### src/rtl/pipeline_pkg.sv
// Shared types and constants for the RV32 pipeline memory stage.
//   PL_XLEN        : datapath width that the MEM/WB record is sized for
//   RES_*          : ResultSrc encodings (2'b11 is reserved and behaves as ALU)
//   mem_state_t    : memory-access FSM states
//   memwb_t        : MEM/WB pipeline record
//   norm_result_src: maps the reserved ResultSrc code onto RES_ALU
package pipeline_pkg;

    localparam int unsigned PL_XLEN = 32;

    localparam logic [1:0] RES_ALU = 2'b00;
    localparam logic [1:0] RES_MEM = 2'b01;
    localparam logic [1:0] RES_PC4 = 2'b10;

    typedef enum logic [1:0] {
        IDLE,
        REQ,
        WAIT_RSP
    } mem_state_t;

    typedef struct packed {
        logic [PL_XLEN-1:0] alu_result;
        logic [PL_XLEN-1:0] read_data;
        logic [PL_XLEN-1:0] pc_plus4;
        logic [4:0]         rd;
        logic               reg_write;
        logic [1:0]         result_src;
    } memwb_t;

    function automatic logic [1:0] norm_result_src(input logic [1:0] src);
        return (src == 2'b11) ? RES_ALU : src;
    endfunction

endpackage

### src/rtl/memwb_reg.sv
// MEM/WB pipeline register.
//   clk, reset : rising-edge clock, synchronous active-high reset (clears record)
//   bubble_i   : 1 = insert a bubble (drop reg_write, hold other fields),
//                0 = load d_i
//   d_i        : record presented by the memory stage
//   q_o        : registered record
module memwb_reg
    import pipeline_pkg::*;
(
    input  logic   clk,
    input  logic   reset,
    input  logic   bubble_i,
    input  memwb_t d_i,
    output memwb_t q_o
);

    memwb_t wb_q;

    always_ff @(posedge clk) begin
        if (reset) begin
            wb_q <= '0;
        end else if (bubble_i) begin
            wb_q.reg_write <= 1'b0;
        end else begin
            wb_q <= d_i;
        end
    end

    assign q_o = wb_q;

endmodule

### src/rtl/mem_stage.sv
// Memory-access stage of the 5-stage RV32 pipeline.
//   Inputs  : EX/MEM values (ALUResultM, WriteDataM, PCPlus4M, RdM, RegWriteM,
//             MemWriteM, ResultSrcM), data-memory handshake (dmem_ready,
//             dmem_rvalid, dmem_rdata)
//   Outputs : data-memory request (dmem_req, dmem_we, dmem_addr, dmem_wdata),
//             StallM to hold upstream, MemFaultM 1-cycle fault pulse,
//             MEM/WB register (ALUResultW, ReadDataW, PCPlus4W, RdW,
//             RegWriteW, ResultSrcW)
// XLEN must equal pipeline_pkg::PL_XLEN since the MEM/WB record is sized by it.
module mem_stage
    import pipeline_pkg::*;
#(
    parameter int unsigned XLEN    = PL_XLEN,
    parameter int unsigned TIMEOUT = 16
) (
    input  logic            clk,
    input  logic            reset,
    input  logic [XLEN-1:0] ALUResultM,
    input  logic [XLEN-1:0] WriteDataM,
    input  logic [XLEN-1:0] PCPlus4M,
    input  logic [4:0]      RdM,
    input  logic            RegWriteM,
    input  logic            MemWriteM,
    input  logic [1:0]      ResultSrcM,
    output logic            dmem_req,
    output logic            dmem_we,
    output logic [XLEN-1:0] dmem_addr,
    output logic [XLEN-1:0] dmem_wdata,
    input  logic            dmem_ready,
    input  logic            dmem_rvalid,
    input  logic [XLEN-1:0] dmem_rdata,
    output logic            StallM,
    output logic            MemFaultM,
    output logic [XLEN-1:0] ALUResultW,
    output logic [XLEN-1:0] ReadDataW,
    output logic [XLEN-1:0] PCPlus4W,
    output logic [4:0]      RdW,
    output logic            RegWriteW,
    output logic [1:0]      ResultSrcW
);

    localparam int unsigned CNT_W = (TIMEOUT > 1) ? $clog2(TIMEOUT) : 1;
    localparam logic [CNT_W-1:0] CNT_LAST = CNT_W'(TIMEOUT - 1);

    mem_state_t       state_q, state_d;
    logic [CNT_W-1:0] cnt_q, cnt_d;

    logic   is_store, is_load, mem_op, misaligned, expired;
    logic   req, stall, fault;
    memwb_t wb_d, wb_q;

    // A store takes precedence over the ResultSrc field when both say "memory".
    assign is_store   = MemWriteM;
    assign is_load    = !MemWriteM && (ResultSrcM == RES_MEM);
    assign mem_op     = is_store || is_load;
    assign misaligned = |ALUResultM[1:0];
    assign expired    = (cnt_q == CNT_LAST);

    always_ff @(posedge clk) begin
        if (reset) begin
            state_q <= IDLE;
            cnt_q   <= '0;
        end else begin
            state_q <= state_d;
            cnt_q   <= cnt_d;
        end
    end

    // The counter defaults to zero so it clears on every state change; it
    // only advances while the FSM stays in REQ or WAIT_RSP. A handshake is
    // checked before expiry so it wins on the last cycle.
    always_comb begin
        state_d = state_q;
        cnt_d   = '0;
        req     = 1'b0;
        stall   = 1'b0;
        fault   = 1'b0;
        unique case (state_q)
            IDLE: begin
                if (mem_op) begin
                    if (misaligned) begin
                        fault = 1'b1;
                    end else begin
                        req = 1'b1;
                        if (!dmem_ready) begin
                            state_d = REQ;
                            stall   = 1'b1;
                        end else if (is_load) begin
                            state_d = WAIT_RSP;
                            stall   = 1'b1;
                        end
                    end
                end
            end
            REQ: begin
                req = 1'b1;
                if (dmem_ready) begin
                    if (is_load) begin
                        state_d = WAIT_RSP;
                        stall   = 1'b1;
                    end else begin
                        state_d = IDLE;
                    end
                end else if (expired) begin
                    state_d = IDLE;
                    fault   = 1'b1;
                end else begin
                    stall = 1'b1;
                    cnt_d = cnt_q + CNT_W'(1);
                end
            end
            WAIT_RSP: begin
                if (dmem_rvalid) begin
                    state_d = IDLE;
                end else if (expired) begin
                    state_d = IDLE;
                    fault   = 1'b1;
                end else begin
                    stall = 1'b1;
                    cnt_d = cnt_q + CNT_W'(1);
                end
            end
            default: state_d = IDLE;
        endcase
        // Outputs are forced low while reset is held.
        if (reset) begin
            req   = 1'b0;
            stall = 1'b0;
            fault = 1'b0;
        end
    end

    always_comb begin
        dmem_req   = req;
        dmem_we    = req && is_store;
        dmem_addr  = req ? {ALUResultM[XLEN-1:2], 2'b00} : '0;
        dmem_wdata = req ? WriteDataM : '0;
        StallM     = stall;
        MemFaultM  = fault;
    end

    // Record loaded in the retiring cycle; a faulting op retires without a write.
    always_comb begin
        wb_d            = '0;
        wb_d.alu_result = ALUResultM;
        wb_d.read_data  = dmem_rdata;
        wb_d.pc_plus4   = PCPlus4M;
        wb_d.rd         = RdM;
        wb_d.reg_write  = RegWriteM && !fault;
        wb_d.result_src = norm_result_src(ResultSrcM);
    end

    memwb_reg u_memwb (
        .clk      (clk),
        .reset    (reset),
        .bubble_i (stall),
        .d_i      (wb_d),
        .q_o      (wb_q)
    );

    assign ALUResultW = wb_q.alu_result;
    assign ReadDataW  = wb_q.read_data;
    assign PCPlus4W   = wb_q.pc_plus4;
    assign RdW        = wb_q.rd;
    assign RegWriteW  = wb_q.reg_write;
    assign ResultSrcW = wb_q.result_src;

endmodule

### config.mk
export PLATFORM = sky130hd
export DESIGN_NAME = mem_stage
export DESIGN_NICKNAME = d
export VERILOG_FILES = /design/src/rtl/pipeline_pkg.sv /design/src/rtl/memwb_reg.sv /design/src/rtl/mem_stage.sv
export SDC_FILE = /design/constraint.sdc
export NUM_CORES = 1
export LEC_CHECK = 0
export CORE_MARGIN = 3
export CORE_UTILIZATION = 35
export CTS_BUF_LIST = sky130_fd_sc_hd__clkbuf_2 sky130_fd_sc_hd__clkbuf_4 sky130_fd_sc_hd__clkbuf_8
export DETAILED_ROUTE_END_ITERATION = 12
export PLACE_DENSITY = 0.79
export SYNTH_ARGS = -nofsm -noshare
export SYNTH_HDL_FRONTEND = slang
export SYNTH_HIERARCHICAL = 1
export SYNTH_SLANG_ARGS = --single-unit
### constraint.sdc
create_clock -name clk -period 2.21 [get_ports clk]
set_input_delay 0.221 -clock clk [delete_from_list [all_inputs] [get_ports clk]]
set_output_delay 0.221 -clock clk [all_outputs]
set_load 0.05 [all_outputs]
# Yosys cells after proc, flatten, opt, wreduce, memory -nomap -nowiden

Cells that the tools add are included.

Memories: 0
ROM bits: 0
Latch bits: 0
Input port bits: 141
Memory bits (writable): 0
Bits in registers: 110

Equal/unequal tests: 8
Bitwise logic cells: 0
Add/sub/neg operators: 1
Div/mod/pow operators: 0
Muxes and demuxes: 36
Multiply operators: 0
Order comparisons: 0
Shifts and indexed selects: 0
Reduce and logical (&&, ||, !) cells: 10

Operators by type and width:

| kind                  | number |
|---|---|
| $mux W32              | 2 |
| $mux W2               | 9 |
| $mux W1               | 17 |
| $mux W4               | 3 |
| $pmux W4 S2           | 1 |
| $pmux W1 S3           | 2 |
| $pmux W2 S3           | 1 |
| $add A4 B1 Y4 const B | 1 |
| $eq A2 B1 Y1 const B  | 2 |
| $eq A2 B2 Y1 const B  | 2 |
| $eq A4 B4 Y1 const B  | 1 |
| $ne A2 B2 Y1 const B  | 2 |
| $reduce_or A2 Y1      | 2 |
| $logic_and A1 B1 Y1   | 3 |
| $ne A3 B3 Y1 const B  | 1 |
| $reduce_and A3 Y1     | 1 |
| $logic_not A1 Y1      | 2 |
| $logic_not A2 Y1      | 1 |
| $pmux W1 S2           | 1 |
| $logic_or A1 B1 Y1    | 1 |

# Depth between registers and ports, before layout

Depth after elaboration: 9
Gate-level depth with buffers: 11
Gate-level depth less buffers: 8

# Hierarchy

Netlist, hierarchy kept.

By module, submodules not included:

| module    | times used | area an instance (sq um) | cells each |
|---|---|---|---|
| memwb_reg | 1          | 3,701.0                  | 335 |
| mem_stage | 1          | 923.4                    | 127 |

# Worst setup path after synthesis

No wires, ideal clock.

Path kind: reg-to-reg
Start: reg state_q[0]
End: reg, netlist name u_memwb/q_o[50]
Clock period less this slack: 2,719 ps
Slack: -509 ps
Library setup time: 128 ps
Buffers on the path: 3
Data arrival time: 2,591 ps
Cell stages (with the launch flop): 12
Required time: 2,082 ps
Path through: dfxtp_1 inv_1 ha_1 nor2b_1 and2_1 o22ai_1 a21oi_1 buf_4 buf_8 buf_8 mux2i_1 nor2_1

Cells in the longest elaborated chain, start to end: 3
Elaborated cells on any way between the ends: 5
Those cells by class: 2 x eq/ne; 2 x mux; 1 x reduce/logical

Ends and longest elaborated chain:

| item                                       | RTL line         | text |
|---|---|---|
| start, declared                            | mem_stage.sv:45  | `mem_state_t state_q, state_d;` |
| start signal, assigned                     | mem_stage.sv:64  | `state_q <= state_d;` |
| $eq A2 B2 Y1, or another cell as far along | mem_stage.sv:78  | `unique case (state_q)` |
| $pmux W1 S3 *                              | mem_stage.sv:78  |  |
| $mux W1 *                                  | mem_stage.sv:126 | `if (reset) begin` |
| via StallM                                 | mem_stage.sv:32  | `output logic StallM,` |

The timed path passes the listed nets; every way through them passes the cells marked *.
A chain may end at the register's enable or synchronous reset.

# Worst setup path after layout

Start: reg state_q[0]
End: out dmem_addr[25]

Cells in the longest elaborated chain, start to end: 4
Elaborated cells on any way between the ends: 5
Those cells by class: 1 x eq/ne; 3 x mux; 1 x reduce/logical

Ends and longest elaborated chain:

| item                                             | RTL line         | text |
|---|---|---|
| $eq A2 B1 Y1 or $logic_not A2 Y1 (tied branches) | mem_stage.sv:78  |  |
| $pmux W1 S2 *                                    | mem_stage.sv:78  |  |
| $mux W1 *                                        | mem_stage.sv:126 |  |
| $mux W32 *                                       | mem_stage.sv:136 | `dmem_addr = req ? {ALUResultM[XLEN-1:2], 2'b00} : '0;` |
| end, declared                                    | mem_stage.sv:27  | `output logic [XLEN-1:0] dmem_addr,` |

Mark *: on every way between the ends. The rest lies on a longest branch, timed or not.

==> results.py <==
metrics = {
    "status": {
        "status": "completed",
    },
    "yosys": {
        "synth_top_family_by_area": "multiplexers",
        "synth-simple-area-share_pct": 19.83,
        "post_synth_mux_area_share_pct": 22.29,
        "syn_area_per_cell_um2": 10.01,
        "yosysUniqueCellTypes": 38,
        "yosysTopAreaCell": "dfxtp_1",
        "synthAdderAreaFrac_pct": 1.353,
        "ys_seq_elements": 110,
        "synth_compound_area_share_pct": 2.787,
        "yosysWarnings": 6,
        "synthXorXnorAreaFrac_pct": 0.3788,
        "synth_seq_area_share_pct": 47.62,
        "synthCells": 462,
        "synth_edf_count": 0,
        "async_flop_share_pct": 0,
        "ys_top_cells_by_area": "dfxtp_1 (48%), mux2i_1 (22%), nor2_1 (8.7%)",
        "synthFlopType": "dfxtp_1",
        "synth.top_cell.area_share_pct": 47.62,
        "syn-cell-area_um2": 4624,
    },
    "floorplanning": {
        "row_count": 41,
        "io_pins": 313,
        "start_util_pct": 36.20,
        "die_w_um": 120.9,
        "die_area_um2": 14630,
        "core-area_um2": 12770,
        "die_y_um": 120.9,
    },
    "setup_path": {
        "slowest_delay_ns": 0.38,
        "end_kind": "output port",
        "worstPathMaxFanout": 13,
        "crit_required_ns": 1.99,
        "reg2regPathDepth": 12,
        "critical-path-top-delay-family": "buffers and inverters",
        "reg2reg_to": "u_memwb/q_o[6]",
        "crit_top_cell": "buf_12",
        "r2r_start": "state_q[0]",
        "critPathBufInv": 4,
        "reg2reg_slack_ns": 0.09,
        "crit_chain": "inv_4 > ha_4 > o211ai_4 > a21oi_4 > buf_12 > buf_12 > and2_4 > buf_12",
        "worstSetupStartpointType": "register",
        "path_class": "register to output port",
        "arrival_ns": 1.95,
        "critPathCapture": "dmem_addr[25]",
        "crit_slowest_cell": "dfxtp_4",
        "cp-startpoint": "state_q[0]",
        "path_depth": 8,
    },
    "cts": {
        "cts_tree": "built",
        "numCtsBuffers": 9,
        "htree_num_levels": 3,
        "clock_path_buffers": 2,
        "clk-insertion-delay-late_ns": 0.38,
        "hold_buffers": 0,
        "cts-root-buf": "clkbuf_8",
        "path_clk_slew_ns": 0.09,
        "cts_num_sinks": 110,
    },
    "drt": {
        "drt-pass1-iter-count": 4,
        "drtIter0Drc": 254,
        "ant_nets": 0,
        "wl_mm": 17.57,
        "drc": 0,
        "wire_per_inst_um": 18.11,
        "drt-vias-per-instance": 4.701,
        "via_count": 4560,
    },
    "sta": {
        "fin_worst_skew_ns": 0.008636,
        "maxSlewViolCount": 0,
        "finalCritPeriodShare_pct": 98.15,
        "tightest_slew_ns": 0.6560,
        "holdWs_ns": 0.2630,
        "min_period_ns": 2.169,
        "setup_viol": 0,
        "hold_viol": 0,
        "fmax_mhz": 461.0,
        "grt_setup_unrepaired": "true",
        "maxSlewHeadroom_pct": 56.27,
    },
    "grt": {
        "antenna_found_initial": 0,
        "grt_pass1_vias": 4700,
        "grt_start_max_net_pins": 64,
        "grt_first_pass_wirelength_mm": 25.76,
        "grt_overflow": 0,
        "grt_usage_pct": 22.51,
    },
    "power_and_ir_drop": {
        "clkPwrFrac_pct": 21.3,
        "p_leak_nw": 3.622,
        "power_density_nw_per_um2": 673.1,
        "power.share.sequential_pct": 35.4,
        "switching_share_pct": 35.26,
        "peakVddDrop_uv": 558.1,
        "p_switching_mw": 2.227,
        "power.internal_mw": 4.088,
        "combPwrFrac_pct": 43.3,
    },
    "placed_design": {
        "postPlaceCellArea_um2": 8697,
        "gp_congestion": 0.8666,
        "portBuffers": 310,
        "dp_hpwl_mm": 13.12,
    },
    "finish": {
        "syn2layout_area_growth_pct": 102.9,
        "diodes": 0,
        "final_cell_mix": "clkdlybuf4s50_1 (243), nor2_1 (107), dfxtp_1 (106), mux2i_1 (103), buf_12 (77)",
        "fin_nets": 939,
        "drive_gt1_share_pct": 26.32,
        "final_area_um2": 9382,
        "final_common_cell": "clkdlybuf4s50_1",
    },
    "hold_path": {
        "worstHoldStart": "reset",
        "min-delay-path-class": "primary input to register",
    },
    "job": {
        "cap_violations": 0,
    },
}
-- worst register-to-register path: stages, from the launching register on --
cell	delay, ns
dfxtp_4	0.38
inv_4	0.09
buf_12	0.10
ha_4	0.12
nor2b_4	0.14
and2_4	0.19
o22ai_4	0.08
a21oi_4	0.20
buf_6	0.14
buf_6	0.12
buf_12	0.16
mux2i_1	0.23
nor2_1	0.06
-- power by group through the flow --
stage / Combinational [mW] / Sequential [mW] / Clock [mW]
after global routing: 2.85 / 2.25 / 1.47
after global placement: 2.44 / 2.26 / 0
final: 2.73 / 2.23 / 1.35
after floorplan: 0.875 / 2.76 / 0
after CTS: 2.62 / 2.23 / 1.38
after detailed placement: 2.49 / 2.27 / 0
-- sequential cells by signal (all words and copies together) (netlist names) --
register	count
cnt_q	4
u_memwb/q_o	104
state_q	2
-- per-layer routing --
metal  wire (µm)  vias up  GRT usage, %
met3        1504       19         8.205
met4         239        0         5.241
met1        6363     2153         24.47
li1            -     2177             -
met2        9461      211         41.44
met5           0        -             0
-- cells by family (layout without fill, tap and decap cells) --
logic type      Yosys count  after routing
simple gates            188            188
flops                   110            110
mux                     103            103
buf+inv                  38            373
compound gates           15             15
fa+ha+maj                 5              5
xor+xnor                  2              2
other cells               1              2
-- final cells by class --
class | instances | area (µm²)
clock buffers | 11 | 138.9
clock inverters | 5 | 81.33
fillers | 859 | 3392
inverters | 6 | 27.53
multi-input cells | 315 | 2430
flip-flops and latches | 110 | 2212
well taps | 172 | 215.2
repair buffers | 351 | 4277
-- how the worst min path moves through the flow --
stage | to | slack [ns] | cells past startpoint
after floorplan | state_q[1] | 0.34 | 1
final | state_q[1] | 0.26 | 4
after detailed placement | cnt_q[0] | 0.48 | 1
after global routing | state_q[1] | 0.25 | 4
after global placement | cnt_q[0] | 0.44 | 1
after CTS | state_q[1] | 0.21 | 4
-- timing repair --
item	4_1_cts	5_1_grt
setup endpoints to repair	65	64
buffers inserted	4	7
gates resized for setup	58	42
gates cloned	1	2
pin swaps	3	21
-- cells in the mapped netlist (2+ instances only) --
| cell type | number |
|---|---|
| dfxtp_1 | 110 |
| nor2_1 | 107 |
| mux2i_1 | 103 |
| and2_1 | 64 |
| buf_4 | 7 |
| buf_8 | 7 |
| buf_2 | 6 |
| inv_1 | 6 |
| clkbuf_2 | 5 |
| ha_1 | 5 |
| clkbuf_1 | 4 |
| nor2b_1 | 4 |
| buf_1 | 3 |
| a32oi_1 | 2 |
| nand2_1 | 2 |
| nand3_1 | 2 |
| nor3_1 | 2 |
| o21ai_0 | 2 |
| o32ai_1 | 2 |
-- stage by stage --
stage	setup WS [ns]	util, %	cells	TNS [ns]	total power [mW]
5_1_grt	-0.05779	73.45	970	-1.740	6.566
4_1_cts	-0.04137	71.61	964	-0.3511	6.226
2_1_floorplan	0.01620	-	463	0	3.630
3_5_place_dp	-0.08206	68.09	943	-1.216	4.753
3_3_place_gp	0.01083	68.09	943	0	4.701
6_report	0.04082	73.45	970	0	6.315
Power figures use the tool's default switching activity.
